### config.mk
export PLATFORM = sky130hd
export DESIGN_NAME = trap_ctrl_flat
export DESIGN_NICKNAME = d
export VERILOG_FILES = /design/src/rtl/trap_ctrl_pkg.sv /design/src/rtl/trap_ctrl_if.sv /design/src/rtl/trap_ctrl_sync2.sv /design/src/rtl/trap_ctrl.sv /design/src/flat_wrapper.sv
export SDC_FILE = /design/constraint.sdc
export NUM_CORES = 1
export LEC_CHECK = 0
export ABC_AREA = 0
export CAP_MARGIN = 20
export CORE_ASPECT_RATIO = 1.2
export CORE_MARGIN = 2
export CORE_UTILIZATION = 46
export DETAILED_ROUTE_END_ITERATION = 6
export PLACE_DENSITY_LB_ADDON = 0.08
export SETUP_SLACK_MARGIN = 0.5
export SLEW_MARGIN = 25
export SYNTH_ARGS = -nofsm -noshare
export SYNTH_HDL_FRONTEND = slang
export SYNTH_HIERARCHICAL = 1
export SYNTH_SLANG_ARGS = --single-unit
### constraint.sdc
create_clock -name clk -period 3.8 [get_ports clk]
set_input_delay 0.38 -clock clk [delete_from_list [all_inputs] [get_ports clk]]
set_output_delay 0.38 -clock clk [all_outputs]
set_load 0.02 [all_outputs]
### src/rtl/trap_ctrl_pkg.sv
// rtl/trap_ctrl_pkg.sv - shared encodings for the machine-mode trap sequencer
package trap_ctrl_pkg;

    localparam logic [7:0] SCAUSE_NOP           = 8'h00;
    localparam logic [7:0] SCAUSE_ILLEGAL_INSTR = 8'h02;
    localparam logic [7:0] SCAUSE_ECALL         = 8'h0B;

    localparam logic [31:0] MCAUSE_EXT_IRQ = 32'h8000_000B;

    localparam logic [11:0] CSR_MSTATUS = 12'h300;
    localparam logic [11:0] CSR_MIE     = 12'h304;
    localparam logic [11:0] CSR_MTVEC   = 12'h305;
    localparam logic [11:0] CSR_MEPC    = 12'h341;
    localparam logic [11:0] CSR_MCAUSE  = 12'h342;
    localparam logic [11:0] CSR_MIP     = 12'h344;

    localparam int MSTATUS_MIE  = 3;
    localparam int MSTATUS_MPIE = 7;
    localparam int MIE_MEIE     = 11;

    localparam logic [31:0] MSTATUS_WMASK = 32'h0000_0088;
    localparam logic [31:0] MIE_WMASK     = 32'h0000_0800;

    localparam logic [1:0] ST_IDLE   = 2'd0;
    localparam logic [1:0] ST_ENTER  = 2'd1;
    localparam logic [1:0] ST_RETURN = 2'd2;

    typedef enum logic [1:0] {
        REQ_NONE = 2'd0,
        REQ_EXC  = 2'd1,
        REQ_MRET = 2'd2,
        REQ_IRQ  = 2'd3
    } trap_req_t;

    function automatic logic [31:0] align4(input logic [31:0] a);
        return a & ~32'h3;
    endfunction

endpackage

### src/rtl/trap_ctrl_if.sv
// rtl/trap_ctrl_if.sv - core-side instruction, CSR and redirect signals of trap_ctrl
interface trap_ctrl_if;
    import trap_ctrl_pkg::*;

    logic        instr_valid;
    logic [31:0] pc_in;
    logic [7:0]  scause_in;
    logic        mret_in;
    logic        csr_we;
    logic [11:0] csr_addr;
    logic [31:0] csr_wdata;
    logic [31:0] csr_rdata;
    logic        stall;
    logic        redirect;
    logic [31:0] trap_pc;

    modport master (
        output instr_valid, pc_in, scause_in, mret_in, csr_we, csr_addr, csr_wdata,
        input  csr_rdata, stall, redirect, trap_pc
    );

    modport slave (
        input  instr_valid, pc_in, scause_in, mret_in, csr_we, csr_addr, csr_wdata,
        output csr_rdata, stall, redirect, trap_pc
    );
endinterface

### src/rtl/trap_ctrl_sync2.sv
// rtl/trap_ctrl_sync2.sv - two-flop synchronizer for the external interrupt line
module trap_ctrl_sync2 (
    input  logic clk,
    input  logic rst,
    input  logic i_d,
    output logic o_q
);
    logic r_meta;
    logic r_sync;

    always_ff @(posedge clk or posedge rst) begin
        if (rst) begin
            r_meta <= 1'b0;
            r_sync <= 1'b0;
        end else begin
            r_meta <= i_d;
            r_sync <= r_meta;
        end
    end

    assign o_q = r_sync;
endmodule

### src/rtl/trap_ctrl.sv
// rtl/trap_ctrl.sv - machine-mode trap sequencer owning mstatus/mie/mip/mtvec/mepc/mcause
module trap_ctrl
    import trap_ctrl_pkg::*;
#(
    parameter logic [31:0] MTVEC_RESET = 32'h0000_0100
) (
    input  logic        clk,
    input  logic        rst,
    input  logic        ext_irq,
    trap_ctrl_if.slave  bus
);
    logic [1:0]  r_state;
    logic [31:0] r_mstatus;
    logic [31:0] r_mie;
    logic [31:0] r_mtvec;
    logic [31:0] r_mepc;
    logic [31:0] r_mcause;

    logic        w_irq_sync;
    logic        w_irq_pend;
    trap_req_t   w_req_kind;
    logic        w_req;
    logic        w_busy;
    logic [31:0] w_trap_pc;
    logic [31:0] w_rdata;

    trap_ctrl_sync2 u_irq_sync (
        .clk (clk),
        .rst (rst),
        .i_d (ext_irq),
        .o_q (w_irq_sync)
    );

    assign w_irq_pend = w_irq_sync & r_mstatus[MSTATUS_MIE] & r_mie[MIE_MEIE];
    assign w_busy     = (r_state != ST_IDLE);

    // Exception beats mret beats interrupt; only a real instruction in IDLE can request.
    always_comb begin
        w_req_kind = REQ_NONE;
        if (!w_busy && bus.instr_valid) begin
            if (bus.scause_in != SCAUSE_NOP) begin
                w_req_kind = REQ_EXC;
            end else if (bus.mret_in) begin
                w_req_kind = REQ_MRET;
            end else if (w_irq_pend) begin
                w_req_kind = REQ_IRQ;
            end
        end
    end

    assign w_req = (w_req_kind != REQ_NONE);

    always_comb begin
        w_trap_pc = 32'h0;
        case (r_state)
            ST_ENTER:  w_trap_pc = align4(r_mtvec);
            ST_RETURN: w_trap_pc = r_mepc;
            default:   w_trap_pc = 32'h0;
        endcase
    end

    always_comb begin
        w_rdata = 32'h0;
        case (bus.csr_addr)
            CSR_MSTATUS: w_rdata = r_mstatus;
            CSR_MIE:     w_rdata = r_mie;
            CSR_MTVEC:   w_rdata = r_mtvec;
            CSR_MEPC:    w_rdata = r_mepc;
            CSR_MCAUSE:  w_rdata = r_mcause;
            CSR_MIP:     w_rdata = {20'h0, w_irq_sync, 11'h0};
            default:     w_rdata = 32'h0;
        endcase
    end

    // Gating with rst keeps the combinational outputs at their reset values while reset is held.
    assign bus.stall     = ~rst & (w_busy | w_req);
    assign bus.redirect  = ~rst & w_busy;
    assign bus.trap_pc   = rst ? 32'h0 : w_trap_pc;
    assign bus.csr_rdata = w_rdata;

    always_ff @(posedge clk or posedge rst) begin
        if (rst) begin
            r_state   <= ST_IDLE;
            r_mstatus <= 32'h0;
            r_mie     <= 32'h0;
            r_mtvec   <= align4(MTVEC_RESET);
            r_mepc    <= 32'h0;
            r_mcause  <= 32'h0;
        end else begin
            case (r_state)
                ST_IDLE: begin
                    case (w_req_kind)
                        REQ_EXC, REQ_IRQ: begin
                            r_state   <= ST_ENTER;
                            r_mepc    <= align4(bus.pc_in);
                            r_mcause  <= (w_req_kind == REQ_IRQ) ? MCAUSE_EXT_IRQ
                                                                 : {24'h0, bus.scause_in};
                            r_mstatus <= {24'h0, r_mstatus[MSTATUS_MIE], 7'h0};
                        end
                        REQ_MRET: begin
                            r_state   <= ST_RETURN;
                            r_mstatus <= {24'h0, 1'b1, 3'h0, r_mstatus[MSTATUS_MPIE], 3'h0};
                        end
                        default: begin
                            if (bus.csr_we) begin
                                case (bus.csr_addr)
                                    CSR_MSTATUS: r_mstatus <= bus.csr_wdata & MSTATUS_WMASK;
                                    CSR_MIE:     r_mie     <= bus.csr_wdata & MIE_WMASK;
                                    CSR_MTVEC:   r_mtvec   <= align4(bus.csr_wdata);
                                    CSR_MEPC:    r_mepc    <= align4(bus.csr_wdata);
                                    default:     ;
                                endcase
                            end
                        end
                    endcase
                end
                default: r_state <= ST_IDLE;
            endcase
        end
    end
endmodule

### src/flat_wrapper.sv
// flat-port wrapper written by rule: the top's interface ports become plain ports
module trap_ctrl_flat import trap_ctrl_pkg::*;
#(
    parameter logic [31:0] MTVEC_RESET = 32'h0000_0100
)
  (clk, rst, ext_irq, bus_instr_valid, bus_pc_in, bus_scause_in, bus_mret_in, bus_csr_we, bus_csr_addr, bus_csr_wdata, bus_csr_rdata, bus_stall, bus_redirect, bus_trap_pc);
  trap_ctrl_if bus_i ();
  input  logic clk;
  input  logic rst;
  input  logic ext_irq;
  input wire logic [$bits(bus_i.instr_valid)-1:0] bus_instr_valid;
  input wire logic [$bits(bus_i.pc_in)-1:0] bus_pc_in;
  input wire logic [$bits(bus_i.scause_in)-1:0] bus_scause_in;
  input wire logic [$bits(bus_i.mret_in)-1:0] bus_mret_in;
  input wire logic [$bits(bus_i.csr_we)-1:0] bus_csr_we;
  input wire logic [$bits(bus_i.csr_addr)-1:0] bus_csr_addr;
  input wire logic [$bits(bus_i.csr_wdata)-1:0] bus_csr_wdata;
  output wire logic [$bits(bus_i.csr_rdata)-1:0] bus_csr_rdata;
  output wire logic [$bits(bus_i.stall)-1:0] bus_stall;
  output wire logic [$bits(bus_i.redirect)-1:0] bus_redirect;
  output wire logic [$bits(bus_i.trap_pc)-1:0] bus_trap_pc;
  assign bus_i.instr_valid = bus_instr_valid;
  assign bus_i.pc_in = bus_pc_in;
  assign bus_i.scause_in = bus_scause_in;
  assign bus_i.mret_in = bus_mret_in;
  assign bus_i.csr_we = bus_csr_we;
  assign bus_i.csr_addr = bus_csr_addr;
  assign bus_i.csr_wdata = bus_csr_wdata;
  assign bus_csr_rdata = bus_i.csr_rdata;
  assign bus_stall = bus_i.stall;
  assign bus_redirect = bus_i.redirect;
  assign bus_trap_pc = bus_i.trap_pc;
  trap_ctrl #(.MTVEC_RESET(MTVEC_RESET)) u_core (.clk(clk), .rst(rst), .ext_irq(ext_irq), .bus(bus_i));
endmodule
==> impl_results.md <==
* Unique masters post-synth at 48
* CTS buffer count at 9
* Slowest cell on crit path: clkdlybuf4s50_1
* Crit path DAT at 2.79 ns
* Sw frac at 28.7%
* Largest cells by area after synthesis: dfrtp_1 (41%), mux2_1 (7.6%), o22a_1 (6.3%)
* RD Place Congestion at 0.839
* Worst slew margin at 49.8%
* Critical Path Source Type: input pin
* Layout cells sized above 1 at 8.63%
* Period minus WS final at 3.17 ns
* WS Path Type: input pin to output port
* Core outline area at 0.00986 mm2
* CTS Buffer Depth at 2
* Initial antenna violation count at 0
* Switching power at 664 uW
* Die area at 0.0108 mm2
* Global Route Usage Sum at 27.9%
* Detailed Route WL at 14.8 mm
* Non-Filler Instances at 717
* Clock sinks at 76
* Final Hold Fails at 0
* Post-CTS sizing at 0
* Leak at 2.63 nW
* Fin. max-slew vios at 0
* Ys flop type: dfrtp_1
* RSZ-0062 raised after global routing: no
* Post-DRT Antenna Nets at 0
* Yosys top cell area share at 40.7%
* Starting density of the core at 46.7%
* Clk pwr share at 33.1%
* Sequential share of the synthesized area at 41.3%
* Worst path most repeated cell: clkdlybuf4s50_1
* Via count at 4,511
* Combinational share of power at 21.1%
* Synthesized cell area at 0.00461 mm2
* Internal power at 1.65 mW
* Most frequent cells in the layout: clkdlybuf4s50_1 (149), dfrtp_1 (75), inv_1 (41), a31oi_1 (35), a22oi_1 (35)
* First-pass detailed-route iteration total at 5
* Flop pwr share at 45.8%
* Commonest non-fill, non-tap cell in the layout: clkdlybuf4s50_1
* Cell taking the most area after synthesis: dfrtp_1
* Worst-Margin Slew at 0.752 ns
* P&R area growth vs syn at 40.9%
* Met2 routed WL at 7.53 mm
* Mean Syn Cell Area at 10.2 um2
* Grt total ovfl at 0
* Post-Route M1 WL at 5.79 mm
* Final HPWL DP at 9.83 mm
* Die width at 95.3 um
* First DRT Iteration DRCs at 309
* Final setup violation count at 0
* Worst-path clk slew at 0.05 ns
* CTS Hold Bufs at 0
* Mapped Cells at 452
* Min-delay worst type: input pin to asynchronous set/reset pin
* WP data required at 3.42 ns
* Clock root buffer master: clkbuf_16
* Clk Latency, worst-skew pair at 0.33 ns
* Metal3 WL at 1.16 mm
* Post-CTS setup buffer count at 0
* Max Used Layer: met4
* CP Cell Sequence: clkdlybuf4s50_1 -> or3b_2 -> nor4_4 -> buf_12 -> a22oi_1 -> o21ai_0 -> clkdlybuf4s50_1
* FFs w/ async S/R, synth at 100%
* Worst vdd ir at 263 uV
* Vias in the first global route at 4,593
* Max-cap violation count at 0
* Status: completed
* # fillers at 821
* Final nets at 679
* Maximum number of pins on one net before global-route repair at 75
* CP endpoint kind: output port
* Placed cells at 701
* Fin Clk Skew at 0.00815 ns
* CTS tree: yes
* DR DRC count at 0
* Yosys warns at 6
* Port bufs at 149
* Final TNS setup at 0 ns
* H-Tree Depth at 3
* Die height at 114 um
* CP max stage delay at 0.63 ns
* Vias per cell at 6.29
* Rows at 40
* FMAX at 315 MHz
* Fin Hold WS at 0.318 ns
* Antenna diodes at 0
* Period utilization at 83.5%
* #FFs+latches synth at 76
* Finished Core Util at 65.8%
* CP max FO at 28
* Pwr Density at 357 mW/mm2
* WL per Instance at 20.6 um
* First-pass GRT wire length at 23.2 mm
* Number of synthesized flops with an enable pin at 0
* Num ports at 156
[registers in the layout (all words and copies together), names as in the netlist]
name / flops
u_core/r_mcause: 9
u_core/r_mepc: 30
u_core/r_mie: 1
u_core/r_mstatus: 2
u_core/r_mtvec: 30
u_core/r_state: 2
u_core/u_irq_sync/o_q: 1
u_core/u_irq_sync/r_meta: 1
[metal layers]
layer	track usage (%)	vias up
li1	-	2025
met1	36.3	2219
met2	46.9	239
met3	4.62	28
met4	9.47	0
met5	0	-
[area by class of cell]
class	instances	area (um2)	area share, %
multi-input cells	287	2340	36.1
flip-flops and latches	76	1900	29.3
repair buffers	170	1670	25.7
clock buffers	14	254	3.91
inverters	42	159	2.45
well taps	126	158	2.43
clock inverters	2	10.0	0.154
[critical path, delay by kind of cell]
family          cells  cell delay [ns]
simple gates        2             0.82
buf+inv             3             1.39
compound gates      2             0.20
[power by group through the flow]
stage	clock (mW)	sequential [mW]	combinational, mW
after floorplan	0	1.04	0.303
after global placement	0	1.06	0.470
after detailed placement	0	1.07	0.482
after CTS	0.785	1.06	0.485
after global routing	0.816	1.08	0.530
final	0.767	1.06	0.489
[kinds of logic after synthesis]
kind of cell	Yosys count	share of synthesized area, %
adder cells (fa/ha/maj)	3	0.815
AND/OR/NAND/NOR	70	9.67
multiplexers	32	7.82
other	1	0.0814
flip-flops	76	41.3
buffers and inverters	90	8.64
AO/OA/AOI/OAI	180	31.6
[synth_stat cells, types with 5 or more instances]
| master | n |
|---|---|
| a222oi_1 | 5 |
| a22o_1 | 28 |
| a22oi_1 | 35 |
| a311oi_1 | 31 |
| a31oi_1 | 35 |
| buf_2 | 12 |
| buf_4 | 6 |
| clkbuf_1 | 26 |
| dfrtp_1 | 75 |
| inv_1 | 42 |
| mux2_1 | 31 |
| nand2_1 | 7 |
| nor2_1 | 34 |
| nor4_4 | 5 |
| o22a_1 | 33 |
[stage by stage]
stage / cell area [um2] / power [mW] / setup slack (ns)
after detailed placement: 6200 / 1.55 / 0.529
after global routing: 6490 / 2.42 / 0.516
final: 6490 / 2.32 / 0.626
after floorplan: 4610 / 1.34 / 0.676
after CTS: 6460 / 2.32 / 0.537
after global placement: 6200 / 1.53 / 0.587
[final timing paths]
path	startpoint	end	slack (ns)	cells past startpoint
max in group asynchronous	rst	u_core/r_state[1]$_DFFE_PP0P_	2.59	3
worst max register to register	u_core/r_state[0]$_DFFE_PP0P_	u_core/r_mepc[31]$_DFFE_PP0P_	0.86	6
min in group clk	u_core/u_irq_sync/r_meta$_DFF_PP0_	u_core/u_irq_sync/o_q$_DFF_PP0_	0.35	0
worst min register to register	u_core/u_irq_sync/r_meta$_DFF_PP0_	u_core/u_irq_sync/o_q$_DFF_PP0_	0.35	0
worst max-delay path	bus_csr_addr[0]	bus_csr_rdata[11]	0.63	7
worst min-delay path	rst	u_core/u_irq_sync/r_meta$_DFF_PP0_	0.32	2
Power figures use the tool's default switching activity.
